$ cat config.mk
export PLATFORM = sky130hd
export DESIGN_NAME = mem_dump_uart
export DESIGN_NICKNAME = d
export VERILOG_FILES = /design/src/rtl/mem_dump_pkg.sv /design/src/rtl/uart_tx_byte.sv /design/src/rtl/mem_dump_uart.sv
export SDC_FILE = /design/constraint.sdc
export NUM_CORES = 1
export LEC_CHECK = 0
export ABC_AREA = 1
export BUFFER_PORTS_ARGS = -buffer_cell sky130_fd_sc_hd__buf_2
export CORE_MARGIN = 2
export CORE_UTILIZATION = 35
export DETAILED_ROUTE_END_ITERATION = 7
export HOLD_SLACK_MARGIN = 0.05
export REMOVE_ABC_BUFFERS = 1
export SYNTH_ARGS = -nofsm -noshare
export SYNTH_HDL_FRONTEND = slang
export SYNTH_SLANG_ARGS = --single-unit
$ cat constraint.sdc
create_clock -name clk -period 7.2 [get_ports clk]
set_input_delay 1.08 -clock clk [delete_from_list [all_inputs] [get_ports clk]]
set_output_delay 1.08 -clock clk [all_outputs]
set_load 0.02 [all_outputs]
$ cat src/rtl/mem_dump_pkg.sv
`timescale 1ns/1ps
// Shared types and character constants for the memory-dump UART sequencer.
package mem_dump_pkg;

   typedef enum logic [2:0] {IDLE, RD, LATCH, SEND, NEXT, FIN} state_t;

   localparam logic [7:0] COLON    = 8'h3A;
   localparam logic [7:0] CR       = 8'h0D;
   localparam logic [7:0] LF       = 8'h0A;
   localparam int         LINE_LEN = 13;

   // Uppercase hex digit for one nibble.
   function automatic logic [7:0] hex2ascii(input logic [3:0] nibble);
      return (nibble < 4'd10) ? (8'h30 + {4'h0, nibble}) : (8'h37 + {4'h0, nibble});
   endfunction

endpackage

$ cat src/rtl/uart_tx_byte.sv
`timescale 1ns/1ps
// 8N1 byte transmitter; each bit lasts CLK_HZ/BAUD clocks, tx idles high.
module uart_tx_byte #(
   parameter int CLK_HZ = 50_000_000,
   parameter int BAUD   = 115_200
) (
   input  logic       clk,
   input  logic       rst,
   input  logic       tx_start,
   input  logic [7:0] tx_data,
   output logic       tx_ready,
   output logic       tx
);
   localparam int            DIV      = CLK_HZ / BAUD;
   localparam int            CW       = $clog2(DIV);
   localparam logic [CW-1:0] BIT_LAST = CW'(DIV - 1);

   logic          active;
   logic [CW-1:0] baud_cnt;
   logic [3:0]    bit_cnt;
   logic [8:0]    shift;

   assign tx_ready = ~active;

   // The start bit goes out on acceptance; shift holds the data bits then the stop bit.
   always_ff @(posedge clk or posedge rst) begin
      if (rst) begin
         active   <= 1'b0;
         baud_cnt <= '0;
         bit_cnt  <= '0;
         shift    <= '1;
         tx       <= 1'b1;
      end else if (!active) begin
         if (tx_start) begin
            active   <= 1'b1;
            baud_cnt <= '0;
            bit_cnt  <= '0;
            shift    <= {1'b1, tx_data};
            tx       <= 1'b0;
         end
      end else if (baud_cnt == BIT_LAST) begin
         baud_cnt <= '0;
         if (bit_cnt == 4'd9) begin
            active <= 1'b0;
            tx     <= 1'b1;
         end else begin
            tx      <= shift[0];
            shift   <= {1'b1, shift[8:1]};
            bit_cnt <= bit_cnt + 4'd1;
         end
      end else begin
         baud_cnt <= baud_cnt + 1'b1;
      end
   end

endmodule

$ cat src/rtl/mem_dump_uart.sv
`timescale 1ns/1ps
// Debug-port memory dump: reads words 0..WORDS-1 and prints "AA:DDDDDDDD\r\n" for each over 8N1 UART.
// Build option MEM_DUMP_SKIP_ZERO_EN: words reading as zero produce no line.
module mem_dump_uart
   import mem_dump_pkg::*;
#(
   parameter int CLK_HZ = 50_000_000,
   parameter int BAUD   = 115_200,
   parameter int WORDS  = 256,
   parameter int RD_LAT = 1
) (
   input  logic        clk,
   input  logic        rst,
   input  logic        start,
   input  logic [31:0] rd_data,
   output logic [7:0]  rd_addr,
   output logic        rd_en,
   output logic        busy,
   output logic        done,
   output logic        uart_tx
);
   localparam logic [7:0] LAST_ADDR = 8'(WORDS - 1);
   localparam logic [1:0] LAT_LAST  = (RD_LAT > 0) ? 2'(RD_LAT - 1) : 2'd0;
   localparam logic [3:0] LAST_CHAR = 4'(LINE_LEN);
   // With zero read latency the data is already valid, so RD is skipped.
   localparam state_t     FIRST_RD  = (RD_LAT > 0) ? RD : LATCH;

   state_t      state_reg, state_next;
   logic [7:0]  addr_reg, addr_next;
   logic [31:0] word_reg, word_next;
   logic [3:0]  char_reg, char_next;
   logic [1:0]  lat_reg, lat_next;
   logic [2:0]  nib_sel;
   logic        tx_start, tx_ready;
   logic [7:0]  tx_data;

   always_ff @(posedge clk or posedge rst) begin
      if (rst) begin
         state_reg <= IDLE;
         addr_reg  <= '0;
         word_reg  <= '0;
         char_reg  <= '0;
         lat_reg   <= '0;
      end else begin
         state_reg <= state_next;
         addr_reg  <= addr_next;
         word_reg  <= word_next;
         char_reg  <= char_next;
         lat_reg   <= lat_next;
      end
   end

   always_comb begin
      state_next = state_reg;
      addr_next  = addr_reg;
      word_next  = word_reg;
      char_next  = char_reg;
      lat_next   = lat_reg;
      tx_start   = 1'b0;
      case (state_reg)
         IDLE: if (start) begin
            addr_next  = '0;
            lat_next   = '0;
            state_next = FIRST_RD;
         end
         RD: if (lat_reg == LAT_LAST) state_next = LATCH;
             else lat_next = lat_reg + 2'd1;
         LATCH: begin
            word_next = rd_data;
            char_next = '0;
`ifdef MEM_DUMP_SKIP_ZERO_EN
            state_next = (rd_data == 32'h0) ? NEXT : SEND;
`else
            state_next = SEND;
`endif
         end
         // Leave only once the LF frame has fully left the transmitter.
         SEND: if (char_reg != LAST_CHAR) begin
            tx_start = tx_ready;
            if (tx_ready) char_next = char_reg + 4'd1;
         end else if (tx_ready) begin
            state_next = NEXT;
         end
         NEXT: if (addr_reg == LAST_ADDR) begin
            state_next = FIN;
         end else begin
            addr_next  = addr_reg + 8'd1;
            lat_next   = '0;
            state_next = FIRST_RD;
         end
         FIN:     state_next = IDLE;
         default: state_next = IDLE;
      endcase
   end

   // Characters 3..10 are the data nibbles, most significant first.
   always_comb begin
      nib_sel = 3'(4'd10 - char_reg);
      tx_data = hex2ascii(word_reg[{nib_sel, 2'b00} +: 4]);
      case (char_reg)
         4'd0:    tx_data = hex2ascii(addr_reg[7:4]);
         4'd1:    tx_data = hex2ascii(addr_reg[3:0]);
         4'd2:    tx_data = COLON;
         4'd11:   tx_data = CR;
         4'd12:   tx_data = LF;
         default: ;
      endcase
   end

   assign rd_addr = addr_reg;
   assign rd_en   = (state_reg == RD) || (state_reg == LATCH);
   assign busy    = (state_reg == RD) || (state_reg == LATCH) || (state_reg == SEND) || (state_reg == NEXT);
   assign done    = (state_reg == FIN);

   uart_tx_byte #(
      .CLK_HZ (CLK_HZ),
      .BAUD   (BAUD)
   ) u_tx (
      .clk      (clk),
      .rst      (rst),
      .tx_start (tx_start),
      .tx_data  (tx_data),
      .tx_ready (tx_ready),
      .tx       (uart_tx)
   );

endmodule

======== Word-level counts from Yosys, hierarchy flattened ========
Cells that the tools add are included.
word-level totals
  register bits ........................... 73
  input bits .............................. 35
  output and inout port bits .............. 12
  word-level logic and storage cells ...... 106
cells by class
  $add $sub $neg .......................... 12
  magnitude comparators ................... 3
  equality and inequality tests ........... 22
  shift-type cells ........................ 1
  mux-type cells .......................... 41
  bitwise operators ....................... 1
  reductions and logical operators ........ 16
operators by type and width
  kind                                           number
  two-way mux 9 bit                              7
  adder 6 x 4 -> 7 bit, first input constant     6
  one-hot mux 7 bit (5 select lines)             1
  indexed part select 32 x 6 -> 4 bit            1
  two-way mux 4 bit                              6
  two-way mux 7 bit                              3
  != test 2 bit, second input constant           9
  two-way mux 8 bit                              2
  one-hot mux 8 bit (2 select lines)             1
  two-way mux 3 bit                              5
  one-hot mux 3 bit (5 select lines)             1
  == test 4 bit, second input constant           3
  < comparator 4 bit, second input constant      3
  two-way mux 1 bit                              10
  adder 9 x 1 -> 9 bit, second input constant    1
  == test 9 bit, second input constant           1
  AND reduction 3 bit                            3
  adder 4 x 1 -> 4 bit, second input constant    2
  adder 8 x 1 -> 8 bit, second input constant    1
  == test 8 bit, second input constant           1
  one-hot mux 4 bit (2 select lines)             1
  AND reduction 4 bit                            2
  == test 3 x 2 -> 1 bit, second input constant  2
  == test 3 bit, second input constant           2
  other kinds (16)                               22

======== Logic depth before layout (Yosys ltp) ========
Gate-level depths: netlist of the first run.
  depth in word-level cells ............... 7
  mapped depth ............................ 19

======== Cells and area by module ========
Synthesis of the first run repeated with hierarchy kept, for this count alone.
unflattened totals
  cell total of the unflattened synthesis .. 582
  area, all modules ....................... 4,419.2 um2
modules (own cells, without submodules)
  module         times used  cells each  area each (um2)  seq. area each (um2)
  mem_dump_uart  1           408         3,051.7          1,226.2
  uart_tx_byte   1           174         1,367.6          586.8

======== Worst setup path before layout of the first run ========
Ideal clock, no wire load.
  kind .................................... register to output
  start ................................... register state_reg[2]
  end ..................................... output port busy
  data arrival time ....................... 1.363 ns
  data required time ...................... 6.120 ns
  setup slack ............................. 4.757 ns
  stages on the path, launching flop included .. 7
  buffers on the path ..................... 1
  cells stage by stage .................... dfrtp_1 > buf_6 > nor3_2 > inv_2 > nand2_1 > inv_1 > nand3_1
between the ends
  cells in the longest elaborated chain, start to end .. 4
RTL lines
  element                                                           line                  source
  start: declaration                                                mem_dump_uart.sv:28   state_t state_reg, state_next;
  start signal: assignment                                          mem_dump_uart.sv:45   state_reg <= state_next;
  == test 3 x 1 -> 1 bit or == test 3 x 2 -> 1 bit (tied branches)  n/a
  logical OR 1 bit *                                                n/a
  net rd_en                                                         mem_dump_uart.sv:17   output logic rd_en,
  logical OR 1 bit * (2 in a row)                                   mem_dump_uart.sv:112  assign busy = (state_reg == RD) || (state_reg == LATCH) || (state_reg == SEND) || (state_reg == NEXT);
  end: declaration                                                  mem_dump_uart.sv:18   output logic busy,
Mark *: on every way through the listed nets, which the timed path passes. The rest lies on a longest branch.

======== Worst setup path in the final report of the first run ========
  start ................................... register state_reg[2]
  end ..................................... output port busy
between the ends
  cells in the longest elaborated chain, start to end .. 4
RTL lines
  element                                                           line
  == test 3 x 1 -> 1 bit or == test 3 x 2 -> 1 bit (tied branches)  mem_dump_uart.sv:112
  logical OR 1 bit (2 in a row)                                     mem_dump_uart.sv:112
  logical OR 1 bit *                                                mem_dump_uart.sv:112
Mark *: on every way between the ends. The rest lies on a longest branch, timed or not.

==> flow_metrics.env, run 1 <==
export IMPL_maxCapViolCount=0
export IMPL_cts_tree="yes"
export IMPL_synth_area_mm2=0.00419
export IMPL_gp_congestion=0.847
export IMPL_hp_class="flip-flop to flip-flop"
export IMPL_grt_pass1_wl_mm=16.5
export IMPL_grt_pass1_vias=3667
export IMPL_finalSetupTns_ns=0
export IMPL_drive_above_1_share_pct=18.0
export IMPL_cts_resized=0
export IMPL_path_max_fanout=61
export IMPL_synth_warnings=0
export IMPL_reg2reg_slack_ns=4.11
export IMPL_h_tree_depth=3
export IMPL_ir_drop_v=0.0000947
export IMPL_largest_register_ffs=32
export IMPL_worstReg2RegStart="char_reg[0]"
export IMPL_clkTransAtPathRegs_ns=0.06
export IMPL_synth_most_common_cell="nand2_1"
export IMPL_die_area_mm2=0.0129
export IMPL_postRouteAntennaNets=0
export IMPL_die_x_um=113
export IMPL_r2r_end="u_tx.shift[1]"
export IMPL_post_cts_setup_buffer_count=0
export IMPL_crit_required_ns=6.12
export IMPL_status="complete, no violations"
export IMPL_place_area_mm2=0.00454
export IMPL_relSlewSlack_pct=38.2
export IMPL_cts_root_buf="clkbuf_16"
export IMPL_ios=47
export IMPL_leakagePower_nw=2.36
export IMPL_critical_path_class="flip-flop to primary output"
export IMPL_setup_violations_final=0
export IMPL_grt_max_degree=73
export IMPL_clk_path_buf_depth=2
export IMPL_drt_iter0_drc=179
export IMPL_worstPathArrival_ns=2.11
export IMPL_setup_worst_path_start_class="flip-flop"
export IMPL_synth_common_cells="nand2_1 (164), inv_1 (65), dfrtp_1 (63)"
export IMPL_fin_nets=644
export IMPL_clk_latency_ns=0.34
export IMPL_syn_area_per_cell_um2=7.63
export IMPL_fin_hold_ws_ns=0.469
export IMPL_cts_sinks=72
export IMPL_rows=39
export IMPL_cts_made_buffers=9
export IMPL_fin_skew_ns=0.00988
export IMPL_pwr_density_cell_mw_per_mm2=194
export IMPL_grt_setup_unrepaired="false"
export IMPL_place_hpwl_mm=6.85
export IMPL_layout_cells_non_filler=742
export IMPL_final_core_util_pct=42.3
export IMPL_hold_viol=0
export IMPL_die_h_um=113
export IMPL_wirelength_mm=9.40
export IMPL_cts_hold_buffers=0
export IMPL_synthFlopType="dfrtp_1"
export IMPL_seq_area_frac_synth_pct=43.3
export IMPL_area_growth_pct=16.8
export IMPL_drc=0
export IMPL_stdcell_area_mm2=0.00489
export IMPL_synth_seq_cells=72
export IMPL_fin_crit_sh_pct=44.3
export IMPL_synth_cell_type_count=42
export IMPL_overflow=0
export IMPL_min_period_ns=3.19
export IMPL_start_util_pct=36.2
export IMPL_hp_start="u_tx.shift[1]"
export IMPL_fp_coreArea_mm2=0.0116
export IMPL_io_buffers=46
export IMPL_max_freq_mhz=313
export IMPL_hold_depth=2
export IMPL_vias=3617
export IMPL_async_flop_share_pct=100
export IMPL_netlist_top_cells_area="dfrtp_1 (38%), nand2_1 (15%), inv_1 (5.8%)"
export IMPL_grt_use_total_pct=15.8
export IMPL_tightest_slew_ns=0.927
export IMPL_drv_slew=0
export IMPL_wl_per_cell_um=12.7
export IMPL_min_to="u_tx.shift[1]"
export IMPL_diodes=0
export IMPL_antenna_found_initial=0
export IMPL_synth_top_area_share_pct=37.6
export IMPL_rr_worst_depth=17
export IMPL_drt_vias_per_instance=4.87
export IMPL_endpoint_kind="primary output"
export IMPL_drt_pass1_iterations=4
export IMPL_syn_inst=549
export IMPL_yosys_area_top_type="dfrtp_1"
export IMPL_synth_edff_count=0
export IMPL_dp_cells=726
-- per-layer routing --
layer	wire, um	up-vias	global-route usage, %
li1	-	1857	-
met1	4420	1679	20.8
met2	4470	69	25.7
met3	364	12	3.35
met4	147	0	6.18
met5	0	-	0
-- cells in the final DEF (no fill, tap or decap), drive strengths merged, types with 2 or more instances in the layout --
| cell | instances |
|---|---|
| xor2 | 5 |
| clkbuf | 11 |
| buf | 48 |
| o22ai | 4 |
| clkinv | 2 |
| dfrtp | 63 |
| o2111ai | 2 |
| xnor2 | 3 |
| o21ai | 52 |
| o211ai | 6 |
| bufinv | 3 |
| inv | 77 |
| nand4 | 3 |
| ha | 15 |
| nor2 | 37 |
| a31oi | 2 |
| dfstp | 9 |
| nand3 | 43 |
| nand2 | 169 |
| o31ai | 4 |
| nor3 | 10 |
| a21oi | 24 |
-- power by group --
part,leakage [nW],internal (W),switching [W]
sequential,0.734,0.000405,0
clock,0.172,0.000357,0.000172
combinational,1.45,0.00000680,0.0000106
total,2.36,0.000768,0.000182
-- worst max-delay path, cell delays in order, from the launching register on --
cell and delay [ns]:
dfrtp_1 0.51, nor3_4 0.20, buf_4 0.45, inv_2 0.19, nand2_1 0.12, inv_1 0.06
nand3_1 0.06, buf_2 0.16
-- cells by family after synthesis --
group	after synthesis	synth area share, %
adder cells (fa/ha/maj)	15	4.48
flip-flops	72	43.3
AO/OA/AOI/OAI	98	13.6
buffers and inverters	92	9.11
XOR/XNOR	8	2.03
AND/OR/NAND/NOR	264	27.5
-- how the worst max path moves through the flow --
| stage | cells past startpoint | from | endpoint | slack, ns |
|---|---|---|---|---|
| final | 7 | state_reg[2] | busy | 4.01 |
| after global routing | 17 | char_reg[0] | u_tx.shift[1] | 3.65 |
| after CTS | 7 | state_reg[2] | busy | 3.98 |
| after detailed placement | 17 | char_reg[0] | u_tx.shift[1] | 4.13 |
| after global placement | 17 | char_reg[0] | u_tx.shift[1] | 4.25 |
| after floorplan | 5 | state_reg[2] | busy | 3.30 |
-- per-stage QoR --
stage,total power [W],worst slack (ns)
6_report,0.000951,4.01
2_1_floorplan,0.000418,3.30
5_1_grt,0.000980,3.65
3_5_place_dp,0.000431,4.13
3_3_place_gp,0.000430,4.25
4_1_cts,0.000966,3.98
-- area by class of cell --
class                   count  area, um2
clock buffers              11        253
clock inverters             5        103
fillers                  1173       6670
inverters                  78        300
multi-input cells         385       2000
flip-flops and latches     72       1810
well taps                 143        179
repair buffers             48        245
Power figures use the tool's default switching activity.
==> run 2, diff against run 1 <==
Clock period 7.2 ns to 3.03 ns, I/O delays scaled along.
==> run 2 against run 1 <==
Against the previous run:
- design area rose by 0.56%
- clock power rose by 140%
- via count rose by 1.1%
- clock skew fell by 0.0050 ns
- critical path depth rose by 10
- utilization rose by 0.24 points
- sequential power rose by 140%
- non-clock buffer count rose by 2
- first-iteration DRC count fell by 12%
- total power rose by 140%
- register-to-register slack got worse by 3.6 ns
- critical path type is now flip-flop to flip-flop
- critical endpoint is now u_tx.shift[1]
==> flow_metrics.env, run 2 (synthesis gave the netlist of run 1 again) <==
export IMPL_setup_worst_path_start_class="flip-flop"
export IMPL_clockPowerShare_pct=55.4
export IMPL_grt_use_total_pct=15.8
export IMPL_rows=39
export IMPL_max_freq_mhz=402
export IMPL_die_h_um=113
export IMPL_critical_path_class="flip-flop to flip-flop"
export IMPL_pwr_density_cell_mw_per_mm2=458
export IMPL_ios=47
export IMPL_cts_resized=0
export IMPL_leakagePower_nw=2.37
export IMPL_hold_viol=0
export IMPL_ir_drop_v=0.000243
export IMPL_die_x_um=113
export IMPL_start_util_pct=36.2
export IMPL_diodes=0
export IMPL_status="complete, no violations"
export IMPL_cts_made_buffers=9
export IMPL_vias=3656
export IMPL_area_growth_pct=17.5
export IMPL_pwr_share_seq_pct=42.7
export IMPL_relSlewSlack_pct=60.3
export IMPL_postRouteAntennaNets=0
export IMPL_grt_max_degree=61
export IMPL_power_share_switching_pct=18.9
export IMPL_hp_class="input port to async pin"
export IMPL_wirelength_mm=9.33
export IMPL_grt_pass1_wl_mm=16.7
export IMPL_crit_required_ns=3.31
export IMPL_crit_path_max_incr_delay_ns=0.46
export IMPL_place_area_mm2=0.00457
export IMPL_total_power_w=0.00225
export IMPL_largest_register_ffs=32
export IMPL_cts_root_buf="clkbuf_16"
export IMPL_clkTransAtPathRegs_ns=0.06
export IMPL_post_cts_setup_buffer_count=0
export IMPL_maxCapViolCount=0
export IMPL_multiInputGateArea_mm2=0.00200
export IMPL_critPathLaunch="char_reg[1]"
export IMPL_cts_tree="yes"
export IMPL_gp_congestion=0.862
export IMPL_drc=0
export IMPL_setup_violations_final=0
export IMPL_critPathSlowestCell="ha_1"
export IMPL_seqCellArea_mm2=0.00181
export IMPL_clk_path_buf_depth=2
export IMPL_cts_sinks=72
export IMPL_worstPathCellList="inv_1 -> ha_1 -> clkinv_1 -> nor2_1 -> o21ai_1 -> nand2_1 -> nand2_1 -> nand2_1 -> inv_1 -> ha_1 -> inv_1 -> nand3_1 -> nand2_1 -> nand2_1 -> nand2_1 -> nand2_1 -> nand2_1"
export IMPL_path_max_fanout=9
export IMPL_stdcell_area_mm2=0.00492
export IMPL_fill_cells=1174
export IMPL_fin_nets=646
export IMPL_worstReg2RegStart="char_reg[1]"
export IMPL_min_period_ns=2.49
export IMPL_grt_setup_unrepaired="false"
export IMPL_antenna_found_initial=0
export IMPL_grt_pass1_vias=3667
export IMPL_worstPathArrival_ns=2.77
export IMPL_overflow=0
export IMPL_pwr_share_comb_pct=1.9
export IMPL_wl_per_cell_um=12.5
export IMPL_final_cell_mix="nand2_1 (164), inv_1 (64), dfrtp_1 (63), buf_2 (46), nand3_1 (43)"
export IMPL_cts_hold_buffers=0
export IMPL_place_hpwl_mm=6.86
export IMPL_drt_vias_per_instance=4.91
export IMPL_fp_coreArea_mm2=0.0116
export IMPL_p_int_w=0.00183
export IMPL_tightest_slew_ns=0.595
export IMPL_fin_crit_sh_pct=82.1
export IMPL_switching_power_w=0.000427
export IMPL_io_buffers=46
export IMPL_die_area_mm2=0.0129
export IMPL_drt_pass1_iterations=6
export IMPL_drv_slew=0
export IMPL_endpoint_kind="flip-flop"
export IMPL_h_tree_depth=3
export IMPL_fin_skew_ns=0.00485
export IMPL_drive_above_1_share_pct=18.3
export IMPL_clk_latency_ns=0.34
export IMPL_drt_iter0_drc=158
export IMPL_crit_top_cell="nand2_1"
export IMPL_layout_commonest_cell="nand2_1"
[run 2: cell count changes in the layout (fill, tap and decap cells not counted), sizes merged]
| cell | delta |
|---|---|
| buf | +2 |
[run 2: through the flow]
step	hold slack [ns]	utilization [%]	TNS, ns	cells	setup slack (ns)
3_5_place_dp	0.467	39.5	0	728	0.545
4_1_cts	0.204	42.6	0	744	0.538
2_1_floorplan	0.442	-	-0.241	535	-0.241
6_report	0.184	42.6	0	744	0.542
3_3_place_gp	0.456	39.5	0	728	0.692
5_1_grt	0.240	42.6	0	744	0.206
[run 2: per-layer routing]
metal  share of wire, %  wire length, um  track usage, %  up-vias
li1                   -                -               -     1863
met1                 49             4580            21.4     1718
met2                 47             4340            25.6       63
met3                3.1              285            3.29       12
met4                1.4              127            4.88        0
met5                  0                0               0        -
[run 2: power groups by stage]
stage          sequential, W  combinational, W  clock (W)
4_1_cts             0.000962         0.0000456    0.00127
3_3_place_gp        0.000979         0.0000447          0
6_report            0.000963         0.0000432    0.00125
3_5_place_dp        0.000979         0.0000453          0
5_1_grt             0.000962         0.0000505    0.00131
2_1_floorplan       0.000979         0.0000142          0
[run 2: worst paths after layout]
| path | end | slack (ns) | depth (start not counted) |
|---|---|---|---|
| max in group asynchronous | state_reg[1] | 2.18 | 3 |
| setup / recovery | u_tx.shift[1] | 0.54 | 17 |
| hold / removal | u_tx.baud_cnt[0] | 0.18 | 2 |
| min in group clk | word_reg[29] | 0.33 | 3 |
| setup reg to reg | u_tx.shift[1] | 0.54 | 17 |
| hold reg to reg | u_tx.shift[0] | 0.47 | 2 |
[run 2: critical path: cells and delay by family (launching register included)]
kind	cells	cell delay, ns
simple gates	10	0.69
buf+inv	4	0.52
flops	1	0.43
fa+ha+maj	2	0.72
compound gates	1	0.07
[run 2: cell type report]
class | count | area share [%]
multi-input combinational | 385 | 40.7
sequential | 72 | 36.8
inverter | 78 | 6.10
timing repair buffer | 50 | 5.54
clock buffer | 11 | 5.13
tap | 143 | 3.63
clock inverter | 5 | 2.08
==> run 3, diff against run 2 <==
Clock period 3.03 ns to 2.5 ns, I/O delays scaled along.
==> run 3 against run 2 <==
Against the previous run:
- first-iteration DRC count is 27% higher
- largest power group unchanged
- flip-flop and latch count stayed put
- total power is 11% higher
- global-route usage hardly changed
==> flow_metrics.env, run 3 (synthesis gave the netlist of run 1 again) <==
export IMPL_status="complete, no violations"
export IMPL_drt_iter0_drc=201
export IMPL_grt_pass1_vias=3566
export IMPL_hp_class="input port to async pin"
export IMPL_grt_use_total_pct=15.8
export IMPL_relSlewSlack_pct=59.3
export IMPL_seqCellArea_mm2=0.00181
export IMPL_wirelength_mm=9.40
export IMPL_critical_path_class="flip-flop to flip-flop"
export IMPL_io_buffers=46
export IMPL_met1_length_mm=4.64
export IMPL_fill_cells=1178
export IMPL_largest_register_ffs=32
export IMPL_switching_power_w=0.000544
export IMPL_drt_vias_per_instance=4.84
export IMPL_vias=3624
export IMPL_max_freq_mhz=445
export IMPL_fin_hold_ws_ns=0.115
export IMPL_grt_max_degree=61
export IMPL_pwr_density_cell_mw_per_mm2=510
export IMPL_fin_skew_ns=0.00667
export IMPL_start_util_pct=36.2
export IMPL_fin_nets=651
export IMPL_pwr_share_seq_pct=46.6
export IMPL_die_area_mm2=0.0129
export IMPL_cts_root_buf="clkbuf_16"
export IMPL_power_share_switching_pct=21.7
export IMPL_worstPathArrival_ns=2.51
export IMPL_clk_latency_ns=0.33
export IMPL_setup_violations_final=0
export IMPL_place_hpwl_mm=6.91
export IMPL_tightest_slew_ns=0.609
export IMPL_rows=39
export IMPL_overflow=0
export IMPL_pre_cts_ws_ns=0.240
export IMPL_met2_length_mm=4.48
export IMPL_rr_worst_depth=15
export IMPL_grt_setup_unrepaired="false"
export IMPL_clkTransAtPathRegs_ns=0.06
export IMPL_layout_commonest_cell="nand2_1"
export IMPL_grt_pass1_wl_mm=16.6
export IMPL_h_tree_depth=3
export IMPL_multiInputGateArea_mm2=0.00200
export IMPL_antenna_found_initial=0
export IMPL_leakagePower_nw=2.36
export IMPL_area_growth_pct=17.0
export IMPL_fp_coreArea_mm2=0.0116
export IMPL_drt_pass1_iterations=4
export IMPL_pwr_share_comb_pct=2.1
export IMPL_drc=0
export IMPL_ir_drop_v=0.000311
export IMPL_routed_top_layer="met4"
export IMPL_maxCapViolCount=0
export IMPL_cts_sinks=72
export IMPL_p_int_w=0.00196
export IMPL_fin_crit_sh_pct=89.8
export IMPL_crit_required_ns=2.76
export IMPL_final_cell_mix="nand2_1 (164), inv_1 (64), dfrtp_1 (63), buf_2 (46), nand3_1 (43)"
export IMPL_cts_hold_buffers=0
export IMPL_setup_slack_ns=0.255
export IMPL_die_x_um=113
export IMPL_wl_per_cell_um=12.5
export IMPL_path_max_fanout=8
export IMPL_min_period_ns=2.25
export IMPL_cts_made_buffers=9
export IMPL_clk_path_buf_depth=2
export IMPL_wl_met3_um=218
export IMPL_diodes=0
export IMPL_gp_congestion=0.867
export IMPL_ios=47
export IMPL_drive_above_1_share_pct=19.1
export IMPL_clockPowerShare_pct=51.3
export IMPL_die_h_um=113
export IMPL_cts_tree="yes"
export IMPL_endpoint_kind="flip-flop"
export IMPL_setup_worst_path_start_class="flip-flop"
export IMPL_postRouteAntennaNets=0
export IMPL_drv_slew=0
export IMPL_hold_viol=0
==> run 3: cell count changes in the layout (fill, tap and decap cells not counted) <==
cell        before  now
clkbuf_8         2    0
inv_6            0    1
clkinv_1         1    0
clkinv_2         1    2
buf_4            3    8
bufinv_16        3    1
clkinvlp_4       1    4
==> run 3: what timing repair did <==
| action | 4_1_cts | 5_1_grt |
|---|---|---|
| gates resized for setup | 0 | 1 |
| hold endpoints to repair | 0 | 0 |
| endpoints found under the setup margin | 0 | 4 |
| buffers inserted | 0 | 3 |
==> run 3: metrics by stage <==
stage	total power, W	util [%]	instances	area, um2	setup TNS (ns)
floorplan	0.00120	-	535	4110	-2.26
global placement	0.00124	39.6	730	4580	0
detailed placement	0.00124	39.6	730	4580	0
CTS	0.00254	42.2	746	4880	0
global route	0.00259	42.4	749	4900	0
finish	0.00250	42.4	749	4900	0
==> run 3: power by group through the flow <==
stage | clock [W] | sequential, W | combinational [W]
final | 0.00128 | 0.00117 | 0.0000529
after global routing | 0.00137 | 0.00117 | 0.0000616
after CTS | 0.00132 | 0.00117 | 0.0000562
after detailed placement | 0 | 0.00119 | 0.0000558
after global placement | 0 | 0.00119 | 0.0000549
after floorplan | 0 | 0.00119 | 0.0000172
==> run 3: final cells by class <==
class                      count  area share [%]
tap                          143            3.65
timing repair buffer          55            6.33
sequential                    72            37.0
multi-input combinational    385            40.8
inverter                      78            6.20
clock buffer                   9            4.59
clock inverter                 7            1.45
==> run 3: worst max-delay path, cell delays in order (launching register included) <==
cell	delay, ns
dfrtp_1	0.43
inv_1	0.10
ha_1	0.35
clkinvlp_4	0.19
buf_4	0.18
nand3_1	0.09
nand3_1	0.07
nand2_1	0.12
ha_1	0.20
inv_1	0.05
nor2_1	0.09
nand2_1	0.05
nand3_1	0.07
nand3_1	0.07
nand2_1	0.06
nand2_1	0.05
==> run 3: metal layers <==
layer / vias to the layer above / global-route usage, %
li1: 1872 / -
met1: 1699 / 21.3
met2: 49 / 26.1
met3: 4 / 3.19
met4: 0 / 4.15
met5: - / 0
==> run 3: worst paths after layout <==
path                       slack, ns          start                to
max                             0.25    char_reg[1]     u_tx.shift[2]
min                             0.12            rst  u_tx.baud_cnt[3]
max reg2reg                     0.25    char_reg[1]     u_tx.shift[2]
min reg2reg                     0.47  u_tx.shift[0]     u_tx.shift[0]
max in group asynchronous       1.72            rst      word_reg[27]
min in group clk                0.24     rd_data[4]       word_reg[4]
